### config.mk
export PLATFORM = sky130hd
export DESIGN_NAME = rr_dispatcher
export DESIGN_NICKNAME = d
export VERILOG_FILES = /design/src/rtl/rr_pkg.sv /design/src/rtl/rr_pick.sv /design/src/rtl/rr_dispatcher.sv
export SDC_FILE = /design/constraint.sdc
export NUM_CORES = 1
export LEC_CHECK = 0
export CAP_MARGIN = 20
export CORE_ASPECT_RATIO = 0.9
export CORE_MARGIN = 5
export CORE_UTILIZATION = 43
export CTS_BUF_LIST = sky130_fd_sc_hd__clkbuf_2
export CTS_CLUSTER_SIZE = 12
export DETAILED_ROUTE_END_ITERATION = 12
export GPL_ROUTABILITY_DRIVEN = 0
export PLACE_DENSITY = 0.91
export SKIP_LAST_GASP = 1
export SLEW_MARGIN = 20
export SYNTH_ARGS = -nofsm -noshare
export SYNTH_HDL_FRONTEND = slang
export SYNTH_SLANG_ARGS = --single-unit
### constraint.sdc
create_clock -name clk -period 1.6 [get_ports clk]
set_input_delay 0.16 -clock clk [delete_from_list [all_inputs] [get_ports clk]]
set_output_delay 0.16 -clock clk [all_outputs]
set_load 0.01 [all_outputs]
### src/rtl/rr_pkg.sv
// Shared round-robin constants and helpers, common to the dispatcher and the arbiter.
package rr_pkg;

   localparam int RR_DEFAULT_N      = 4;
   localparam int RR_DEFAULT_DATA_W = 32;

   // Pointer width for n channels; never below one bit.
   function automatic int rr_ptr_w(input int n);
      return (n > 1) ? $clog2(n) : 1;
   endfunction

endpackage

### src/rtl/rr_pick.sv
// Cyclic priority pick: lowest requester at or after ptr, otherwise lowest requester overall.
module rr_pick
   import rr_pkg::*;
#(
   parameter int N  = RR_DEFAULT_N,
   parameter int PW = rr_ptr_w(N)
) (
   input  logic [N-1:0]  req,
   input  logic [PW-1:0] ptr,
   output logic [N-1:0]  grant,
   output logic [PW-1:0] idx,
   output logic          any
);

   logic [N-1:0] masked_s;
   logic [N-1:0] sel_s;
   logic         found_s;

   // Masked-then-unmasked lowest-set-bit scan.
   always_comb begin
      masked_s = {N{1'b0}};
      for (int i = 0; i < N; i++) begin
         masked_s[i] = req[i] && (PW'(i) >= ptr);
      end
      sel_s   = (|masked_s) ? masked_s : req;
      idx     = {PW{1'b0}};
      grant   = {N{1'b0}};
      found_s = 1'b0;
      for (int i = 0; i < N; i++) begin
         if (sel_s[i] && !found_s) begin
            idx      = PW'(i);
            grant[i] = 1'b1;
            found_s  = 1'b1;
         end else begin
            found_s  = found_s;
         end
      end
      any = |req;
   end

endmodule

### src/rtl/rr_dispatcher.sv
// Round-robin 1-to-N stream dispatcher with one output register per channel.
// Optional feature macro: RR_DISPATCH_SKIP_BUSY_EN (skip busy channels instead of strict rotation).
module rr_dispatcher
   import rr_pkg::*;
#(
   parameter int N      = RR_DEFAULT_N,
   parameter int DATA_W = RR_DEFAULT_DATA_W
) (
   input  logic                  clk,
   input  logic                  rst_n,
   input  logic                  in_valid,
   output logic                  in_ready,
   input  logic [DATA_W-1:0]     in_data,
   output logic [N-1:0]          out_valid,
   input  logic [N-1:0]          out_ready,
   output logic [N*DATA_W-1:0]   out_data,
   output logic [$clog2(N)-1:0]  last_ch
);

   localparam int PW = rr_ptr_w(N);

   logic [N-1:0]  free_s;
   logic [N-1:0]  elig_s;
   logic [N-1:0]  grant_s;
   logic [PW-1:0] idx_s;
   logic [PW-1:0] ptr_r;
   logic          any_s;
   logic          xfer_s;

   // A channel is free when empty or draining this cycle; eligibility depends on the rotation mode.
   always_comb begin
      free_s = ~out_valid | out_ready;
`ifdef RR_DISPATCH_SKIP_BUSY_EN
      elig_s = free_s;
`else
      elig_s = {N{1'b0}};
      for (int i = 0; i < N; i++) begin
         elig_s[i] = free_s[i] && (ptr_r == PW'(i));
      end
`endif
   end

   rr_pick #(.N(N), .PW(PW)) u_pick (
      .req   (elig_s),
      .ptr   (ptr_r),
      .grant (grant_s),
      .idx   (idx_s),
      .any   (any_s)
   );

   // Held low throughout reset even though the empty slots would otherwise look free.
   assign in_ready = rst_n & any_s;
   assign xfer_s   = in_valid & in_ready;

   // Slot registers, rotation pointer and last-target register.
   always_ff @(posedge clk or negedge rst_n) begin
      if (!rst_n) begin
         out_valid <= {N{1'b0}};
         out_data  <= {(N*DATA_W){1'b0}};
         ptr_r     <= {PW{1'b0}};
         last_ch   <= {PW{1'b0}};
      end else begin
         for (int i = 0; i < N; i++) begin
            if (xfer_s && grant_s[i]) begin
               out_valid[i]                    <= 1'b1;
               out_data[i*DATA_W +: DATA_W]    <= in_data;
            end else if (out_ready[i]) begin
               out_valid[i]                    <= 1'b0;
            end else begin
               out_valid[i]                    <= out_valid[i];
            end
         end
         if (xfer_s) begin
            // Wrap by compare so non-power-of-two N never reaches an invalid index.
            ptr_r   <= (idx_s == PW'(N - 1)) ? {PW{1'b0}} : idx_s + PW'(1);
            last_ch <= idx_s;
         end else begin
            ptr_r   <= ptr_r;
            last_ch <= last_ch;
         end
      end
   end

endmodule
==> results <==
## cells by family after synthesis
kind of cell / after synthesis / share of synthesized area [%]
compound gates: 9 / 1.236
buf+inv: 15 / 2.782
simple gates: 25 / 3.923
mux: 128 / 27.39
flops: 136 / 64.67
## flip-flops by register name, summed over array words and instances (netlist names)
| signal | cells |
|---|---|
| last_ch | 2 |
| ptr_r | 2 |
| out_data | 128 |
| out_valid | 4 |
## path summary, 6_finish.rpt
path | to | cells after the start
worst max-delay path | in_ready | 4
worst min-delay path | ptr_r[1] | 3
worst max register to register | out_data[31] | 7
worst min register to register | out_data[61] | 1
max in group asynchronous | out_data[95] | 3
min in group clk | out_data[35] | 2
## critical path: stages (launching register included)
cell and delay, ns:
dfrtp_2 0.50, and3b_1 0.22, nor3_2 0.18, o21a_1 0.17, buf_6 0.11
## layer usage
layer	vias up	wire [um]	share of wire [%]	track usage [%]
li1	1699	-	-	-
met1	2048	7614	44	25.63
met2	131	8394	49	35.68
met3	25	1003	5.8	7.989
met4	0	288	1.7	6.433
met5	-	0	0	0
## cells in the mapped netlist, drive strengths merged, types with 2 or more instances
cell | count | area [um^2]
o21ai | 3 | 15.01
nand2 | 3 | 11.26
nand2b | 3 | 18.77
nor3 | 2 | 10.01
nand3 | 4 | 25.02
and3b | 2 | 17.52
buf | 15 | 146.4
o21a | 2 | 15.01
dfrtp | 136 | 3403
nor3b | 3 | 33.78
mux2 | 128 | 1441
## power breakdown
part / switching [mW] / leakage [nW] / total, mW / internal, mW
registers: 0.979 / 1.64 / 6.08 / 5.10
clock network: 1.33 / 0.206 / 3.00 / 1.67
logic: 3.19 / 2.54 / 8.08 / 4.89
## metrics by stage
step           std cells  worst slack (ns)  hold WS, ns  setup TNS, ns  utilization (%)
2_1_floorplan        313           0.05164      -0.1356              0                -
3_3_place_gp         654           -0.3012       0.1232         -17.39            60.77
3_5_place_dp         654           -0.3133       0.1306         -24.79            60.77
4_1_cts              735           -0.5179      0.01511         -18.01            65.99
5_1_grt              773           -0.6043      0.03401         -23.79            70.94
6_report             773           -0.4496       0.1188         -20.54            70.94
## area by class of cell
class	instances	area share, %
sequential	136	39.90
timing repair buffer	283	27.55
multi-input combinational	162	25.75
clock inverter	15	3.460
tap	160	2.346
clock buffer	17	0.9971
## repair_timing
action	CTS	global route
endpoints found under the setup margin	233	180
gates resized for setup	540	165
buffers inserted	42	37
pin swaps	5	2
hold endpoints to repair	141	0
hold buffers	1	0
cloned	7	9
==> results.env <==
STATUS='finished with violations'
VIOLATIONS='setup timing'
GRT_FIRST_PASS_WIRELENGTH_MM=23.49
POWER_LEAKAGE_nW=4.385
WORST-ENDPOINT-REQUIRED_NS=1.44
MOSTFREQUENTLAYOUTCELLS='dfrtp_1 (135), mux2_4 (126), buf_2 (116), buf_4 (69), clkdlybuf4s50_1 (37)'
YS_DOMINANT_REG_CELL='dfrtp_1'
DRT-TOTAL-WL_MM=17.30
DIEWIDTH_UM=126.6
POST_ROUTE_CELLS_DRIVE_ABOVE_1_SHARE_PCT=67.37
DIE_H_UM=115.0
CLOCK-ROOT-BUFFER='clkbuf_2'
SYNTHESIS.AREA_UM2=5263
TIMING.FMAX_GHz=0.4879
CTS_HTREE_LEVELS=4
RR_STARTPOINT='ptr_r[1]'
GRT_START_MAX_NET_PINS=105
WORSTMARGINPINSLEW_NS=0.5247
CTS.CLK_SLEW.WORST_PATHS_NS=0.23
AREA_OVERHEAD_OF_THE_LAYOUT_RELATIVE_TO_SYNTHESIS_PCT=62.15
FIN_SKEW_NS=0.02907
WORSTPATHMAXFANOUT=5
DETAILEDPLACEMENTHPWL_MM=9.628
POWER_PER_CELL_AREA_nW_PER_UM2=2010
VIASPERCELL=5.049
CTS_BUFFERS=17
TRITONCTS_CLOCK_TREE='yes'
ANTENNA_VIOLATIONS_BEFORE_REPAIR=0
HOLD_PATH_CLASS='in2async'
IRDROPWORSTVDD_mV=1.274
SYNTH.YOSYS.WARNINGS=0
CORE_AREA_UM2=12030
GRT_PASS1_VIAS=4062
CRIT_TYPE='reg2out'
SYN_AVG_CELL_AREA_UM2=16.81
MULTIINPUTGATEAREA_UM2=2197
DRV.MAX_CAP_VIOLATION_COUNT=0
FINALPOWER_mW=17.15
POST_LAYOUT_INST_AREA_UM2=8533
ANTENNA_CELLS_INSERTED=0
SYNTH.YOSYS.SEQ_AREA_SHARE_PCT=64.67
TIMING.FINAL.WS_SETUP_NS=-0.4496
GRT.OVERFLOW.TOTAL=0
CTS_MAX_PATH_BUFS=2
DRT_ITER0_DRC=230
HOLD_VIOL_FINAL=0
FINAL-SETUP-VIOL-COUNT=132
CRIT_ARRIVAL_NS=1.89
FINAL_MAX_SLEW_VIOL_COUNT=0
GRT.TOTAL_USAGE_PCT=21.20
SYNTH_ASYNC_SR_FLOP_SHARE_PCT=100.0
WORSTSKEWPAIRLATENCY_NS=0.71
WORSTSETUPSTARTPOINT='ptr_r[1]'
PORT-BUFFER-COUNT=173
PLACEDINSTANCEAREA_UM2=7310
SYNTH_ENABLE_FLOP_CELLS=0
STD_CELL_ROWS=38
MIN_PERIOD_OVER_PERIOD_PCT=128.1
IO_PINS=174
YS_SEQ_ELEMENTS=136
UNREPAIRED_SETUP_ENDPOINTS_AFTER_GLOBAL_ROUTING='yes'
EFFECTIVE_UTILIZATION_AT_FLOORPLAN_PCT=43.75
FINAL_ANTENNA_NET_COUNT=0
DRC=0
TIMING.REG2REG.SETUP_SLACK_NS=-0.26
LAYOUT.NETS=639
MAXSLEWHEADROOM_PCT=65.02
STARTPOINT_TYPES='flop'
SYN-INSTANCE-COUNT=313
DRT-WIRELENGTH-PER-CELL_UM=22.38
LEADING_CELL_TYPE_IN_THE_LAYOUT_FILL_AND_TAPS_EXCLUDED='dfrtp_1'
SHORTEST_PERIOD_THE_WORST_PATH_ALLOWS_NS=2.050
CTS_SINKS=136
ROUTE.VIAS.TOTAL=3903
SYNTH_NETS=352
SYNTH.LIB_CELLS_USED.DISTINCT=28
NUMBER_OF_FILL_CELLS_IN_THE_LAYOUT=808
CRIT_PATH_END_KIND='primary output'
DIE_AREA_UM2=14550
FF_LATCH_AREA_UM2=3405
DR.PASS1.ITERS=4
Power figures use the tool's default switching activity.
